==> config.mk <==
export PLATFORM = sky130hd
export DESIGN_NAME = hazard_controller
export DESIGN_NICKNAME = d
export VERILOG_FILES = /design/src/rtl/hazard_controller.sv
export SDC_FILE = /design/constraint.sdc
export NUM_CORES = 1
export LEC_CHECK = 0
export CAP_MARGIN = 5
export CORE_UTILIZATION = 40
export CTS_BUF_LIST = sky130_fd_sc_hd__clkbuf_4
export DETAILED_ROUTE_END_ITERATION = 6
export PLACE_DENSITY = 0.76
export RECOVER_POWER = 100
export SYNTH_ARGS = -nofsm -noshare
export SYNTH_HDL_FRONTEND = slang
export SYNTH_SLANG_ARGS = --single-unit
export TNS_END_PERCENT = 100
==> constraint.sdc <==
create_clock -name clock -period 2.3 [get_ports clock]
set_clock_uncertainty 0.05 [all_clocks]
set_input_delay 0.345 -clock clock [delete_from_list [all_inputs] [get_ports clock]]
set_output_delay 0.345 -clock clock [all_outputs]
set_load 0.02 [all_outputs]
==> src/rtl/hazard_controller.sv <==
// Hazard unit for the 5-stage MIPS pipeline: operand forwarding, load-use/branch stalls,
// multi-cycle-op hold FSM and saturating stall/flush event counters.
module hazard_controller #(
  parameter int REG_W      = 5,
  parameter int MC_LATENCY = 4,
  parameter int DELAY_SLOT = 0,
  parameter int CNT_W      = 16
) (
  input  logic             clock,
  input  logic             reset_n,
  input  logic [REG_W-1:0] RsD,
  input  logic [REG_W-1:0] RtD,
  input  logic [REG_W-1:0] RsE,
  input  logic [REG_W-1:0] RtE,
  input  logic             BranchD,
  input  logic             PCSrcD,
  input  logic             MultiCycleE,
  input  logic [REG_W-1:0] WriteRegE,
  input  logic             RegWriteE,
  input  logic             MemtoRegE,
  input  logic [REG_W-1:0] WriteRegM,
  input  logic             RegWriteM,
  input  logic             MemtoRegM,
  input  logic [REG_W-1:0] WriteRegW,
  input  logic             RegWriteW,
  output logic             StallF,
  output logic             StallD,
  output logic             StallE,
  output logic             FlushD,
  output logic             FlushE,
  output logic             FlushM,
  output logic [1:0]       ForwardAE,
  output logic [1:0]       ForwardBE,
  output logic             ForwardAD,
  output logic             ForwardBD,
  output logic [CNT_W-1:0] StallCount,
  output logic [CNT_W-1:0] FlushCount
);

  typedef enum logic {IDLE = 1'b0, MC_BUSY = 1'b1} mcState_t;

  // Counter only has to reach MC_LATENCY-2; the first held cycle is spent in IDLE.
  localparam int              MC_W    = (MC_LATENCY > 2) ? $clog2(MC_LATENCY - 1) : 1;
  localparam logic [MC_W-1:0] MC_LOAD = MC_W'(MC_LATENCY - 2);
  localparam logic            SQUASH  = (DELAY_SLOT == 0);

  mcState_t        state, stateNext;
  logic [MC_W-1:0] mcCnt, mcCntNext;
  logic            mcHold;
  logic            lwStall;
  logic            brStall;

  function automatic logic [CNT_W-1:0] satInc(input logic [CNT_W-1:0] cnt, input logic en);
    if (en && (cnt != {CNT_W{1'b1}})) return cnt + CNT_W'(1);
    return cnt;
  endfunction

  function automatic logic [1:0] fwdSel(input logic [REG_W-1:0] srcId,
                                        input logic wrM, input logic [REG_W-1:0] idM,
                                        input logic wrW, input logic [REG_W-1:0] idW);
    if (wrM && (idM != '0) && (idM == srcId)) return 2'b10;
    if (wrW && (idW != '0) && (idW == srcId)) return 2'b01;
    return 2'b00;
  endfunction

  assign lwStall = MemtoRegE && ((RtE == RsD) || (RtE == RtD));
  assign brStall = BranchD &&
                   ((RegWriteE && (WriteRegE != '0) && ((WriteRegE == RsD) || (WriteRegE == RtD))) ||
                    (MemtoRegM && (WriteRegM != '0) && ((WriteRegM == RsD) || (WriteRegM == RtD))));

  always_comb begin
    stateNext = state;
    mcCntNext = mcCnt;
    mcHold    = 1'b0;
    case (state)
      IDLE: begin
        if (MultiCycleE) begin
          stateNext = MC_BUSY;
          mcCntNext = MC_LOAD;
          mcHold    = 1'b1;
        end
      end
      MC_BUSY: begin
        if (mcCnt != '0) begin
          mcCntNext = mcCnt - MC_W'(1);
          mcHold    = 1'b1;
        end else begin
          stateNext = IDLE;
        end
      end
      default: stateNext = IDLE;
    endcase
  end

  always_comb begin
    StallF    = 1'b0;
    StallD    = 1'b0;
    StallE    = 1'b0;
    FlushD    = 1'b0;
    FlushE    = 1'b0;
    FlushM    = 1'b0;
    ForwardAE = 2'b00;
    ForwardBE = 2'b00;
    ForwardAD = 1'b0;
    ForwardBD = 1'b0;
    if (reset_n) begin
      ForwardAE = fwdSel(RsE, RegWriteM, WriteRegM, RegWriteW, WriteRegW);
      ForwardBE = fwdSel(RtE, RegWriteM, WriteRegM, RegWriteW, WriteRegW);
      ForwardAD = RegWriteM && (WriteRegM != '0) && (WriteRegM == RsD);
      ForwardBD = RegWriteM && (WriteRegM != '0) && (WriteRegM == RtD);
      // A held multi-cycle op freezes F/D/E and bubbles M; it takes priority over data stalls.
      if (mcHold) begin
        StallF = 1'b1;
        StallD = 1'b1;
        StallE = 1'b1;
        FlushM = 1'b1;
      end else if (lwStall || brStall) begin
        StallF = 1'b1;
        StallD = 1'b1;
        FlushE = 1'b1;
      end
      FlushD = PCSrcD && !StallD && SQUASH;
    end
  end

  always_ff @(posedge clock) begin
    if (!reset_n) begin
      state      <= IDLE;
      mcCnt      <= '0;
      StallCount <= '0;
      FlushCount <= '0;
    end else begin
      state      <= stateNext;
      mcCnt      <= mcCntNext;
      StallCount <= satInc(StallCount, StallF);
      FlushCount <= satInc(FlushCount, FlushD | FlushE);
    end
  end

endmodule

==> metrics.cfg <==
[logic_synthesis]
synth_xor_area_frac = 0.1722
synthSimpleGateAreaFrac = 0.2968
ys_ff_latch = 35
yosys_warnings = 0
synth_cell_types = 43
synth_edf_count = 0
synth_top_family_by_area = simple AND/OR/NAND/NOR gates
ys_seq_area_frac = 0.2756
synthFlopType = dfxtp_1
synth_fa_ha_area_frac = 0.01476
synth.avg_cell_area_um2 = 8.097
synth_nets = 362
async_flop_share = 0
synthCells = 314
synthMuxAreaShare = 0.03150
synth_compound_area_frac = 0.1491
synth_area_mm2 = 0.002542

[worst_setup_path]
rrSetupSlack_ns = 0.12
r2r_cells = 8
critPathArrivalTime_ns = 1.87
r2r_start = FlushCount[7]$_SDFFE_PN0P_
start_kind = input port
r2r_end = FlushCount[3]$_SDFFE_PN0P_
critical_path_class = input port to output pin
endpoint_kind = output pin
required_ns = 1.90
crit_start = RtE[3]
cp_max_fo = 3

[power_and_ir_drop]
p_int_mw = 0.9651
switching_share = 0.3188
cellPowerDensity_mw_per_mm2 = 361.3
clkPwrFrac = 0.238
comb_power_share = 0.317
p_seq_frac = 0.446
max-vdd-ir-drop_uv = 200.3
design_power_total_mw = 1.417
power.leakage_nw = 1.621
p_sw_mw = 0.4518

[route]
routed_wl_um = 7939
via_per_inst = 5.628
first_pass_iters = 4
drt.antenna.violating_nets = 0
drc = 0
routedWlPerCell_um = 15.24
vias = 2932
drt_iter0_drc = 176

[run]
drv_cap = 0

[layout]
num_antenna_cells = 0
nNetsFinal = 493
final_common_cell = buf_4
syn_to_final_growth_pct = 54.23
layout.cells.non_filler = 521
fillers = 548
fin_area_mm2 = 0.003921
final_util = 0.6507
final_cell_mix = buf_4 (50), dfxtp_1 (35), dlygate4sd3_1 (32)
regArea_um2 = 700.7
multiInputGateArea_mm2 = 0.001827
drive_gt1_frac = 0.2287

[placement]
gp_congestion = 0.9335
placed_area_mm2 = 0.003796
port_buffers = 88
post-dp-hpwl_um = 5901
dp.cells = 510

[min_path]
min_path_type = register to register
min_path_cells = 2
worstHoldStart = mcCnt[1]$_SDFFE_PN0P_
hold_end = mcCnt[1]$_SDFFE_PN0P_

[timing]
slew_headroom = 0.7232
setup_viol = 0
hold_viol = 0
worst_pin_slew_ns = 0.4136
period_minus_slack_ns = 2.267
period_share = 0.9855
drv_slew = 0
fmax_mhz = 441.2

[global_route]
grt_pass1_vias = 2748
antenna_found_initial = 0
overflow = 0
grt_max_degree = 23
grt_usage = 0.2391
grt_pass1_wl_um = 12490

[floorplan]
rows = 28
io_pins = 89
dieWidth_um = 81.73
chipHeight_um = 81.73
fp.coreArea_mm2 = 0.006026
dieArea_mm2 = 0.006679
initial_core_util = 0.4219

[run_status]
status = completed

[clock_tree]
clockRootBuffer = clkbuf_4
hold_buffers = 0
cts_tree = yes
cts_max_path_buffers = 2
numCtsBuffers = 5
cts.sink_count = 35
insertion_delay_ns = 0.34
clkTransAtPathRegs_ns = 0.10
htree_levels = 2

[layout make-up]
type	count	share of cell area
timing repair buffer	143	0.3114
clock buffer	6	0.01149
inverter	7	0.006701
sequential	35	0.1787
clock inverter	2	0.001914
multi-input combinational	253	0.4659
tap	75	0.02393
[power groups by stage]
stage,clock [mW],combinational [mW],sequential [mW]
after floorplan,0,0.209,0.653
after CTS,0.336,0.427,0.631
after global routing,0.364,0.485,0.635
after detailed placement,0,0.438,0.645
final,0.337,0.449,0.632
after global placement,0,0.427,0.644
[cell usage after synthesis (all sizes together), types with 3 or more instances]
cell    number  share of area
a21oi       21          0.041
buf         12          0.038
nor3        10          0.024
nand3       25          0.049
nor4         5          0.015
nand2b       3         0.0074
nand2       24          0.035
o31ai       17          0.050
nand4        5          0.012
and2         3         0.0074
or3          3         0.0074
dfxtp       35           0.28
o21a         3         0.0089
ha           3          0.015
or4         20          0.059
and3        17          0.044
o21ai        8          0.016
nor2        10          0.015
xnor2       28          0.096
o211ai       5          0.015
clkbuf       8          0.012
xor2        22          0.076
inv          7          0.010
mux2i        8          0.031
[routing by layer]
| layer | track usage | part of all wire |
|---|---|---|
| met5 | 0 | 0 |
| met4 | 0.05965 | 0.017 |
| met2 | 0.4364 | 0.51 |
| met1 | 0.2834 | 0.41 |
| met3 | 0.04667 | 0.059 |
[metrics by stage]
| stage | setup WS [ns] | hold WS (ns) | setup TNS [ns] |
|---|---|---|---|
| after detailed placement | -0.6719 | 0.4326 | -20.98 |
| after global routing | -0.03339 | 0.4722 | -0.05005 |
| after CTS | 0.004582 | 0.4477 | 0 |
| after floorplan | 0.02458 | 0.4020 | 0 |
| final | 0.03329 | 0.4469 | 0 |
| after global placement | -0.6084 | 0.4175 | -18.34 |
[cell families after synthesis]
kind of cell | Yosys count
XOR/XNOR | 50
AO/OA/AOI/OAI | 59
buffers and inverters | 27
adder cells (fa/ha/maj) | 3
flip-flops | 35
AND/OR/NAND/NOR | 132
multiplexers | 8
[what timing repair did]
item,in CTS,in global routing
cloned,0,1
gates resized for setup,85,35
setup endpoints to repair,36,34
pin swaps,10,14
buffers inserted,1,1
[sequential cells by signal (all words and copies together), names as in the netlist]
signal / cells
FlushCount: 16
state: 1
StallCount: 16
mcCnt: 2
[worst max path at each step]
stage	end	slack (ns)
floorplan	StallF	0.02
finish	ForwardBE[1]	0.03
CTS	ForwardAE[0]	0.005
detailed placement	FlushCount[4]$_SDFFE_PN0P_	-0.67
global route	ForwardBE[1]	-0.03
global placement	FlushE	-0.61
[critical path, cell delays in order]
cell	delay (ns)
dlygate4sd2_1	0.29
buf_4	0.17
xnor2_1	0.21
nand3_1	0.19
nor4_4	0.33
and2_1	0.17
buf_2	0.16
No activity file was read; power rests on OpenSTA's default activity.
